[config.mk]
export PLATFORM = sky130hd
export DESIGN_NAME = bist_cut_controller
export DESIGN_NICKNAME = d
export VERILOG_FILES = /design/src/rtl/bist_cut_controller.sv
export SDC_FILE = /design/constraint.sdc
export NUM_CORES = 1
export LEC_CHECK = 0
export BUFFER_PORTS_ARGS = -buffer_cell sky130_fd_sc_hd__buf_2
export CAP_MARGIN = 40
export CORE_AREA = 2 2 134 71
export CTS_CLUSTER_SIZE = 14
export DETAILED_ROUTE_END_ITERATION = 16
export DIE_AREA = 0 0 136 73
export HOLD_SLACK_MARGIN = 0.05
export PLACE_DENSITY = 0.77
export SLEW_MARGIN = 0
export SYNTH_ARGS = -nofsm -noshare
export SYNTH_HDL_FRONTEND = slang
export SYNTH_SLANG_ARGS = --single-unit
[constraint.sdc]
create_clock -name CK -period 2.29 [get_ports CK]
set_clock_uncertainty 0.1 [all_clocks]
set_input_delay 0.3435 -clock CK [delete_from_list [all_inputs] [get_ports CK]]
set_output_delay 0.3435 -clock CK [all_outputs]
set_load 0.01 [all_outputs]
[src/rtl/bist_cut_controller.sv]
// Self-test driver: 60-bit LFSR stimulus, 26-bit MISR compaction, start/done handshake.
// Optional golden-signature comparator is built when BIST_GOLDEN_CMP_EN is defined.
module bist_cut_controller #(
    parameter int unsigned NUM_PATTERNS = 1000,
    parameter logic [59:0] SEED         = 60'h1,
    parameter int unsigned RESP_LAT     = 0,
    parameter logic [25:0] GOLDEN_SIG   = 26'h0
) (
    input  logic        CK,
    input  logic        RSTN,
    input  logic        start,
    input  logic        abort,
    output logic [59:0] pi_vec,
    input  logic [25:0] po_vec,
    output logic        busy,
    output logic        done,
    output logic        pass,
    output logic [25:0] signature,
    output logic [15:0] pat_count
);

    typedef enum logic [2:0] {
        ST_IDLE,
        ST_SEED,
        ST_RUN,
        ST_DRAIN,
        ST_DONE
    } state_t;

    localparam logic [15:0] LAST_PAT = 16'(NUM_PATTERNS - 1);

    state_t      state;
    state_t      state_nxt;
    logic        apply;
    logic        vld;
    logic        drain_end;
    logic        kill;
    logic        fb;
    logic [59:0] pi_nxt;
    logic [25:0] sig_nxt;
    logic [15:0] cnt_nxt;

    // abort is ignored in IDLE; everywhere else it freezes the datapath
    assign kill = abort && (state != ST_IDLE);

    always_ff @(posedge CK) begin
        if (!RSTN) state <= ST_IDLE;
        else       state <= state_nxt;
    end

    always_comb begin
        state_nxt = state;
        case (state)
            ST_IDLE:  if (start) state_nxt = ST_SEED;
            ST_SEED:  state_nxt = ST_RUN;
            ST_RUN:   if (pat_count == LAST_PAT)
                          state_nxt = (RESP_LAT > 0) ? ST_DRAIN : ST_DONE;
            ST_DRAIN: if (drain_end) state_nxt = ST_DONE;
            ST_DONE:  if (start) state_nxt = ST_SEED;
            default:  state_nxt = ST_IDLE;
        endcase
        if (kill) state_nxt = ST_IDLE;
    end

    always_comb begin
        busy  = (state == ST_SEED) || (state == ST_RUN) || (state == ST_DRAIN);
        done  = (state == ST_DONE);
        apply = (state == ST_RUN) && !abort;
    end

    // Response-valid pipe: the apply strobe delayed by RESP_LAT cycles
    generate
        if (RESP_LAT == 0) begin : g_nolat
            assign vld       = apply;
            assign drain_end = 1'b1;
        end else begin : g_lat
            logic [RESP_LAT-1:0] vpipe;
            always_ff @(posedge CK) begin
                if (!RSTN || kill || state == ST_SEED) vpipe <= '0;
                else                                   vpipe <= RESP_LAT'({vpipe, apply});
            end
            assign vld = vpipe[RESP_LAT-1];
            // the strobe leaving this cycle is the last one in flight
            assign drain_end = (RESP_LAT'(vpipe << 1) == '0);
        end
    endgenerate

    assign fb = signature[25] ^ signature[5] ^ signature[1] ^ signature[0];

    always_comb begin
        pi_nxt  = pi_vec;
        sig_nxt = signature;
        cnt_nxt = pat_count;
        if (!kill) begin
            if (state == ST_SEED) begin
                pi_nxt  = SEED;
                sig_nxt = '0;
                cnt_nxt = '0;
            end
            if (state == ST_RUN) begin
                cnt_nxt = pat_count + 16'd1;
                pi_nxt  = {pi_vec[58:0], pi_vec[59] ^ pi_vec[58]};
            end
            if (vld) sig_nxt = {signature[24:0], fb} ^ po_vec;
        end
    end

    always_ff @(posedge CK) begin
        if (!RSTN) begin
            pi_vec    <= '0;
            signature <= '0;
            pat_count <= '0;
        end else begin
            pi_vec    <= pi_nxt;
            signature <= sig_nxt;
            pat_count <= cnt_nxt;
        end
    end

`ifdef BIST_GOLDEN_CMP_EN
    // Verdict is latched on the DONE entry edge using the final signature
    always_ff @(posedge CK) begin
        if (!RSTN)                                          pass <= 1'b0;
        else if (state_nxt == ST_DONE && state != ST_DONE)  pass <= (sig_nxt == GOLDEN_SIG);
        else if (state_nxt != ST_DONE)                      pass <= 1'b0;
    end
`else
    assign pass = 1'b0;
`endif

endmodule

==> results_dict.tcl <==
set metrics [dict create \
    drc_errors 0 \
    finalSetupViolations 0 \
    syn_to_final_growth_pct 25.7 \
    hold_path_depth 3 \
    use_met1 0.298 \
    dieArea_mm2 0.00993 \
    initial_core_util 0.473 \
    hold_violations 0 \
    max_freq_mhz 476 \
    std_cell_rows 25 \
    synth-async-reset-ratio 0 \
    syn_area_mm2 0.00423 \
    grt_setup_unrepaired "false" \
    dr.pass1.iters 4 \
    ant_nets 0 \
    run_status "finished clean" \
    port_buffers 133 \
    syn_nets 458 \
    grt_first_pass_wirelength_mm 16.0 \
    wl_per_cell_um 15.4 \
    global_route.usage.met3 0.0590 \
    use_met2 0.298 \
    holdBufCountCts 0 \
    dp_hpwl_mm 7.03 \
    r2r_slack_ns 0.19 \
    top_level_ports 135 \
    cts_setup_buffers 0 \
    synthAdderAreaFrac 0.00296 \
    min_to "state[0]" \
    synth_edf_count 0 \
    grt_overflow 0 \
    ys.flop_type "dfxtp_1" \
    yosys_warnings 0 \
    post-route-period-util 0.917 \
    wirelength_mm 10.3 \
    final_max_slew_viol_count 0 \
    path_max_fanout 9 \
    coreArea_mm2 0.00895 \
    first_global_vias 3166 \
    drt_first_iter_violations 217 \
    antenna_found_initial 0 \
    syn_inst 427 \
    vias_per_cell 5.36 \
    ys_seq_area_frac 0.497 \
    p_int_mw 2.94 \
    synth_area_per_cell_um2 9.90 \
    power_density_mw_per_mm2 711 \
    synth_top_family_by_area "simple AND/OR/NAND/NOR gates" \
    path_clk_slew_ns 0.07 \
    critPathArrivalTime_ns 2.28 \
    vdd_drop_max_v 0.000378 \
    htreeDepth 3 \
    r2r_start "state[0]" \
    clkPwrFrac 0.435 \
    gp_congestion 0.857 \
    leakage_nw 2.28 \
    synth-compound-area-share 0.189 \
    vias 3594 \
    top_usage_layer "met1" \
    p_seq_frac 0.494 \
    cts_tree "built" \
    ys_ff_latch 105 \
    grt_max_degree 88 \
    clock_latency_ns 0.34 \
    required_ns 2.47 \
    period_needed_ns 2.10 \
    startpoint_type "register" \
    cts_made_buffers 9 \
    grtUsageTotal 0.205 \
    min_from "start" \
    fillers 801 \
    clockBufferDepth 2 \
    totalNegativeSetupSlack_ns 0 \
    synth_xor_area_frac 0.0755 \
    reg2reg_depth 4 \
    root_buffer "clkbuf_16" \
    yosys.area_share.simple 0.201 \
    r2r-end "pat_count[12]" \
    cts_resized 0 \
    crit_type "register to register" \
    dp_cells 655 \
    muxShareOfSynthArea 0 \
    p_sw_uw 835 \
    fin_nets 576 \
    synth_cell_types 37 \
    stdcell_count 671 \
    drive_gt1_frac 0.285 \
    fin_util 0.594 \
    swShare 0.221 \
    min_path_type "input pin to register" \
    maxCapViolations 0 \
    fp.dieH_um 73 \
    die_x_um 136 \
    comb_power_share 0.071 \
    clock-sinks 105 \
    cp-end-kind "register" \
    diodes 0 \
]
## worst max path at each step
stage | from | endpoint | slack (ns) | cells after the start
floorplan | state[2] | pi_vec[18] | 0.54 | 7
global placement | state[0] | pat_count[8] | 0.40 | 4
detailed placement | state[0] | pat_count[14] | 0.24 | 4
CTS | state[0] | pat_count[12] | 0.20 | 4
global route | state[0] | pat_count[10] | 0.04 | 4
finish | state[0] | pat_count[12] | 0.19 | 4
## through the flow
| stage | power (mW) | hold slack, ns | worst slack, ns | instance area [µm²] |
|---|---|---|---|---|
| 2_1_floorplan | 2.08 | 0.384 | 0.545 | 4230 |
| 3_3_place_gp | 2.17 | 0.378 | 0.396 | 4990 |
| 3_5_place_dp | 2.18 | 0.401 | 0.241 | 4990 |
| 4_1_cts | 3.82 | 0.193 | 0.198 | 5310 |
| 5_1_grt | 3.92 | 0.214 | 0.0363 | 5310 |
| 6_report | 3.78 | 0.211 | 0.190 | 5310 |
## synth_stat cells (all sizes together) (2+ instances only)
cell type	number	area (µm²)
a21oi	6	30.0
a22oi	86	646
and2	2	12.5
and3	2	12.5
and4	3	26.3
buf	10	48.8
clkbuf	22	82.6
dfxtp	105	2100
inv	3	11.3
nand2	12	45.0
nand2b	2	12.5
nand3	5	25.0
nand4	5	37.5
nor2	9	33.8
nor2b	86	538
nor4	4	25.0
o211ai	4	30.0
o21ai	5	25.0
o31ai	3	22.5
or3	4	25.0
or4	6	45.0
xnor2	2	17.5
xor2	31	279
## worst max-delay path, cell delays in order (launching register included)
cell and delay, ns:
dfxtp_1 0.52, xor2_2 0.39, nand4_1 0.42, or4_1 0.53, nand2_1 0.08
## layout by cell type (no fill, tap or decap), drive strengths merged, types with 2 or more instances in the layout
cell / count
a21oi: 6
nor4: 4
and2: 2
or4: 6
o211ai: 4
clkbuf: 12
xnor2: 2
inv: 3
o31ai: 3
o21ai: 5
a22oi: 86
buf: 139
xor2: 31
nand2b: 2
and4: 3
nand3: 5
or3: 4
nor2: 9
dfxtp: 105
nand4: 5
nand2: 12
bufinv: 2
and3: 2
nor2b: 86
## layer usage
layer | up-vias | part of all wire | wire, µm
li1 | 1762 | - | -
met1 | 1722 | 0.50 | 5190
met2 | 106 | 0.43 | 4410
met3 | 4 | 0.064 | 664
met4 | 0 | 0.0043 | 44
met5 | - | 0 | 0
## power by group through the flow
stage / registers [mW] / clock network [mW] / logic [mW]
final: 1.87 / 1.64 / 0.270
after global routing: 1.87 / 1.76 / 0.295
after CTS: 1.87 / 1.69 / 0.270
after detailed placement: 1.91 / 0 / 0.268
after global placement: 1.91 / 0 / 0.263
after floorplan: 1.91 / 0 / 0.174
## cell type report
cell class	instances	area [µm²]	area share
multi-input combinational	287	1990	0.375
tap	121	151	0.0285
clock inverter	4	76.3	0.0144
clock buffer	12	246	0.0464
inverter	3	11.3	0.00212
sequential	105	2100	0.396
timing repair buffer	139	736	0.138
## flip-flops by register name, indices dropped and copies added, names as in the netlist
name       count
pat_count     16
pi_vec        60
state          3
signature     26
## cell families (layout without fill, tap and decap cells)
logic type,count (synthesis),count (layout)
buf+inv,35,158
fa+ha+maj,1,1
simple gates,142,142
flops,105,105
compound gates,109,109
xor+xnor,34,34
other cells,1,1
(Power assumes the default switching activity.)
